$ cat src/rtl/aes_key_expand_seq.sv
// AES-128 key schedule generator: one round key per clock, presented as a flat
// 1408-bit bus (round 0 first) qualified by sched_valid.

module aes_sbox (
    input  logic [7:0] in_byte,
    output logic [7:0] out_byte
);
    // FIPS-197 forward S-box, entry x at bits [8*x : 8*x+7]
    localparam logic [0:2047] SBOX_TABLE = {
        128'h637c777bf26b6fc53001672bfed7ab76,
        128'hca82c97dfa5947f0add4a2af9ca472c0,
        128'hb7fd9326363ff7cc34a5e5f171d83115,
        128'h04c723c31896059a071280e2eb27b275,
        128'h09832c1a1b6e5aa0523bd6b329e32f84,
        128'h53d100ed20fcb15b6acbbe394a4c58cf,
        128'hd0efaafb434d338545f9027f503c9fa8,
        128'h51a3408f929d38f5bcb6da2110fff3d2,
        128'hcd0c13ec5f974417c4a77e3d645d1973,
        128'h60814fdc222a908846eeb814de5e0bdb,
        128'he0323a0a4906245cc2d3ac629195e479,
        128'he7c8376d8dd54ea96c56f4ea657aae08,
        128'hba78252e1ca6b4c6e8dd741f4bbd8b8a,
        128'h703eb5664803f60e613557b986c11d9e,
        128'he1f8981169d98e949b1e87e9ce5528df,
        128'h8ca1890dbfe6426841992d0fb054bb16
    };

    assign out_byte = SBOX_TABLE[{in_byte, 3'b000} +: 8];
endmodule

module aes_key_expand_seq #(
    parameter int NUM_ROUNDS = 10
) (
    input  logic                            clk,
    input  logic                            n_rst,
    input  logic [0:127]                    key_in,
    input  logic                            key_load,
    output logic                            busy,
    output logic                            sched_valid,
    output logic [0:128*(NUM_ROUNDS+1)-1]   schedule
);
    localparam int RW = $clog2(NUM_ROUNDS + 1);
    localparam int SW = 128 * (NUM_ROUNDS + 1);

    typedef enum logic [1:0] {IDLE, EXPAND, DONE} state_t;

    state_t          state_q, state_d;
    logic [RW-1:0]   round_q, round_d;
    logic [7:0]      rcon_q, rcon_d;
    logic [0:127]    rk_q, rk_d;
    logic [0:SW-1]   schedule_q, schedule_d;
    logic            busy_q, busy_d;
    logic            valid_q, valid_d;

    logic [31:0]     w0, w1, w2, w3;
    logic [31:0]     rot_word, sub_word, temp_word;
    logic [31:0]     nw0, nw1, nw2, nw3;
    logic [0:127]    next_rk;

    // The previous round key is kept in rk_q so the bus is only ever written
    assign w0 = rk_q[0:31];
    assign w1 = rk_q[32:63];
    assign w2 = rk_q[64:95];
    assign w3 = rk_q[96:127];

    assign rot_word = {w3[23:0], w3[31:24]};

    generate
        for (genvar gi = 0; gi < 4; gi++) begin : g_sbox
            aes_sbox u_sbox (
                .in_byte  (rot_word[31-8*gi -: 8]),
                .out_byte (sub_word[31-8*gi -: 8])
            );
        end
    endgenerate

    assign temp_word = sub_word ^ {rcon_q, 24'h000000};
    assign nw0 = w0 ^ temp_word;
    assign nw1 = w1 ^ nw0;
    assign nw2 = w2 ^ nw1;
    assign nw3 = w3 ^ nw2;
    assign next_rk = {nw0, nw1, nw2, nw3};

    always_comb begin
        state_d    = state_q;
        round_d    = round_q;
        rcon_d     = rcon_q;
        rk_d       = rk_q;
        schedule_d = schedule_q;
        busy_d     = busy_q;
        valid_d    = valid_q;
        case (state_q)
            IDLE, DONE: begin
                if (key_load) begin
                    schedule_d[0 +: 128] = key_in;
                    rk_d    = key_in;
                    round_d = RW'(1);
                    rcon_d  = 8'h01;
                    busy_d  = 1'b1;
                    valid_d = 1'b0;
                    state_d = EXPAND;
                end
            end
            EXPAND: begin
                schedule_d[{round_q, 7'b0000000} +: 128] = next_rk;
                rk_d    = next_rk;
                round_d = round_q + RW'(1);
                rcon_d  = {rcon_q[6:0], 1'b0} ^ (rcon_q[7] ? 8'h1b : 8'h00);
                if (round_q == RW'(NUM_ROUNDS)) begin
                    round_d = '0;
                    busy_d  = 1'b0;
                    valid_d = 1'b1;
                    state_d = DONE;
                end
            end
            default: begin
                state_d = IDLE;
                busy_d  = 1'b0;
                valid_d = 1'b0;
            end
        endcase
    end

    always_ff @(posedge clk) begin
        if (!n_rst) begin
            state_q    <= IDLE;
            round_q    <= '0;
            rcon_q     <= 8'h01;
            rk_q       <= '0;
            schedule_q <= '0;
            busy_q     <= 1'b0;
            valid_q    <= 1'b0;
        end else begin
            state_q    <= state_d;
            round_q    <= round_d;
            rcon_q     <= rcon_d;
            rk_q       <= rk_d;
            schedule_q <= schedule_d;
            busy_q     <= busy_d;
            valid_q    <= valid_d;
        end
    end

    assign busy        = busy_q;
    assign sched_valid = valid_q;
    assign schedule    = schedule_q;
endmodule

$ cat config.mk
export PLATFORM = sky130hd
export DESIGN_NAME = aes_key_expand_seq
export DESIGN_NICKNAME = d
export VERILOG_FILES = /design/src/rtl/aes_key_expand_seq.sv
export SDC_FILE = /design/constraint.sdc
export NUM_CORES = 2
export LEC_CHECK = 0
export ABC_AREA = 1
export CORE_AREA = 2 2 601 603
export CTS_CLUSTER_DIAMETER = 100
export CTS_CLUSTER_SIZE = 30
export DETAILED_ROUTE_END_ITERATION = 16
export DIE_AREA = 0 0 603 605
export GPL_ROUTABILITY_DRIVEN = 0
export HOLD_SLACK_MARGIN = 0.02
export PLACE_DENSITY_LB_ADDON = 0.12
export SYNTH_ARGS = -nofsm -noshare
export SYNTH_HDL_FRONTEND = slang
export SYNTH_HIERARCHICAL = 1
export SYNTH_SLANG_ARGS = --single-unit
$ cat constraint.sdc
create_clock -name clk -period 6.8 [get_ports clk]
set_input_delay 0.68 -clock clk [delete_from_list [all_inputs] [get_ports clk]]
set_output_delay 0.68 -clock clk [all_outputs]
set_load 0.02 [all_outputs]
==> impl_metrics.yaml <==
status:
  outcome: "complete, but fails checks"
  failed_checks: "slew limit"
floorplan:
  io_pins: 1541
  rows: 220
  start_util: 0.194
  die_h_um: 605
  core_area_um2: 358000
  die-area_um2: 365000
  dieWidth_um: 603
drt:
  first_iter_violations: 8021
  wl_mm: 489
  viasPerCell: 4.82
  dr.pass1.iters: 9
  wire_per_inst_um: 31.4
  vias: 75049
  drc_errors: 0
  ant_nets: 0
sta:
  max_freq_mhz: 170
  finalMaxSlewViolations: 39
  worst_pin_slew_ps: 1590
  finalCritPeriodShare: 0.866
  slew_headroom: -0.0613
  min_period_ps: 5890
  setup_violations: 0
  rsz0062_at_grt: "false"
  hold_viol_final: 0
  setup_tns_ps: 0
  skew_ps: 98.0
global_routing:
  grt_pass1_wl_mm: 649
  grt_usage: 0.256
  grt_max_degree: 162
  grt_pass1_vias: 70348
  grt_overflow: 0
  antenna_found_initial: 49
flow_run:
  cap_violations: 0
worst_setup_path:
  crit_path_top_delay_cell: "dfxtp_1"
  start_kind: "flip-flop"
  cpMostUsedCell: "nand2_1"
  slowest_delay_ps: 740
  crit_arrival_ps: 6640
  crit_fanout: 13
  worst_ep_required_time_ps: 7550
  crit_chain: "inv_2 -> ha_1 -> nand2_1 -> nor2_1 -> nor2_1 -> nand3_1 -> nand3_1 -> nand3_1 -> nand3_1 -> nand2_1 -> nand2_1 -> nand2_2 -> xor2_4 -> buf_4 -> nand2_1 -> nand2_1 -> nand2_1 -> nand2_2 -> a21oi_1"
  critical_path_class: "flip-flop to flip-flop"
  end_kind: "flip-flop"
final_layout:
  fill_cells: 39013
  syn_to_final_growth_pct: 34.8
  drive_above_1_share: 0.0562
  final_cell_mix: "nand2_1, dfxtp_1, clkdlybuf4s50_1, nand3_1, a21oi_1"
  layout.nets: 10868
  layout_commonest_cell: "nand2_1"
  multiInputGateArea_um2: 32500
  final-seq-area_um2: 31100
synthesis:
  synthArstFlopShare: 0
  syn-num-nets: 9822
  synth_top_family_by_area: "simple AND/OR/NAND/NOR gates"
  synth-seq-area-share: 0.447
  syn_inst: 9633
  synthXorXnorAreaFrac: 0.00619
  yosys.cell_types.count: 38
  yosysWarnings: 6
  syn_area_per_cell_um2: 7.20
  yosys.area_share.adder: 0.0105
  synth-compound-area-share: 0.182
  ys_ff_latch: 1551
  synth_area_um2: 69400
  synth.area.mux_share: 0
  synth_flop_cell: "dfxtp_1"
  synth-edff-count: 0
  yosys.area_share.simple: 0.261
power_and_ir_drop:
  peakVddDrop_mv: 0.220
  p_per_area_nw_per_um2: 335
  p_total_mw: 31.3
  p_leak_nw: 36.9
cts:
  clock_path_buffers: 4
  cts_root_buffer: "clkbuf_16"
  cts_hold_buf: 0
  cts_num_sinks: 1551
  cts_setup_buffers: 0
  insertion_delay_ps: 910
  path_clk_slew_ps: 120
  htreeDepth: 3
  tritoncts: "yes"
  cts_made_buffers: 111
  cts.repair.resized: 0
placed_design:
  portBuffers: 1540
  dp_hpwl_mm: 359
hold_path:
  min_path_type: "input pin to flip-flop"
## registers in the layout, summed over array words and instances, names as in the netlist
| register | count |
|---|---|
| rk_q | 128 |
| round_q | 4 |
| busy | 1 |
| state_q | 2 |
| rcon_q | 8 |
| schedule | 1408 |
## power by group
part	leakage, nW	internal, mW	switching, mW	total [mW]
sequential	12.6	9.39	0.322	9.71
combinational	22.3	2.61	10.8	13.4
clock	2.05	3.77	4.42	8.19
## metal layers
metal,part of all wire,routed length [um],GRT usage
met2,0.46,225000,0.420
met3,0.078,37900,0.0615
met5,0.00024,118,0
met1,0.39,191000,0.303
met4,0.071,34600,0.156
## cell type report
type                            count  share of cell area
Multi-Input combinational cell   6581               0.347
Clock inverter                     85              0.0143
Tap cell                         4773              0.0638
Clock buffer                      120              0.0311
Inverter                          709              0.0292
Timing Repair Buffer             1725               0.182
Antenna cell                       21            0.000562
Sequential cell                  1551               0.332
## stage by stage
stage	hold WS [ps]	worst slack [ps]	util	instances	instance area [um2]
6_report	326	913	0.261	15565	93600
5_1_grt	316	626	0.261	15551	93500
4_1_cts	262	902	0.261	15544	93500
3_5_place_dp	446	949	0.249	15339	89300
3_3_place_gp	450	1040	0.249	15339	89300
2_1_floorplan	430	3550	-	9633	69400
## logic make-up (layout without fill, tap and decap cells)
kind of cell,Yosys count,in the layout
xor+xnor,49,49
compound gates,2223,2223
buf+inv,1501,2639
simple gates,4251,4251
other cells,0,21
flops,1551,1551
fa+ha+maj,58,58
## critical path: cells and delay by family, from the launching register on
| kind | cells | cell delay, ps |
|---|---|---|
| AO/OA/AOI/OAI | 1 | 140 |
| XOR/XNOR | 1 | 280 |
| adder cells (fa/ha/maj) | 1 | 380 |
| buffers and inverters | 2 | 640 |
| flip-flops | 1 | 740 |
| AND/OR/NAND/NOR | 14 | 3480 |
## cell usage after synthesis (42+ instances only)
master / n / area [um2]
buf_2: 328 / 1640
inv_1: 658 / 2470
ha_1: 58 / 726
a31oi_1: 188 / 1180
nand3_1: 1229 / 6150
nand2_1: 2343 / 8790
a211oi_1: 119 / 893
dfxtp_1: 1551 / 31000
o21ai_0: 672 / 3360
o211ai_1: 309 / 2320
nor2_1: 489 / 1840
clkbuf_1: 354 / 1330
nand4_1: 85 / 532
nand2_2: 54 / 338
a21oi_1: 833 / 4170
buf_4: 42 / 315
## final timing paths
| check | endpoint | slack [ps] | depth (start not counted) | from |
|---|---|---|---|---|
| worst max-delay path | schedule[235] | 910 | 19 | rk_q[119] |
| worst min-delay path | schedule[1170] | 330 | 3 | n_rst |
| worst min register to register | busy | 470 | 1 | state_q[0] |
| worst max register to register | schedule[235] | 910 | 19 | rk_q[119] |
Power figures use the tool's default switching activity.
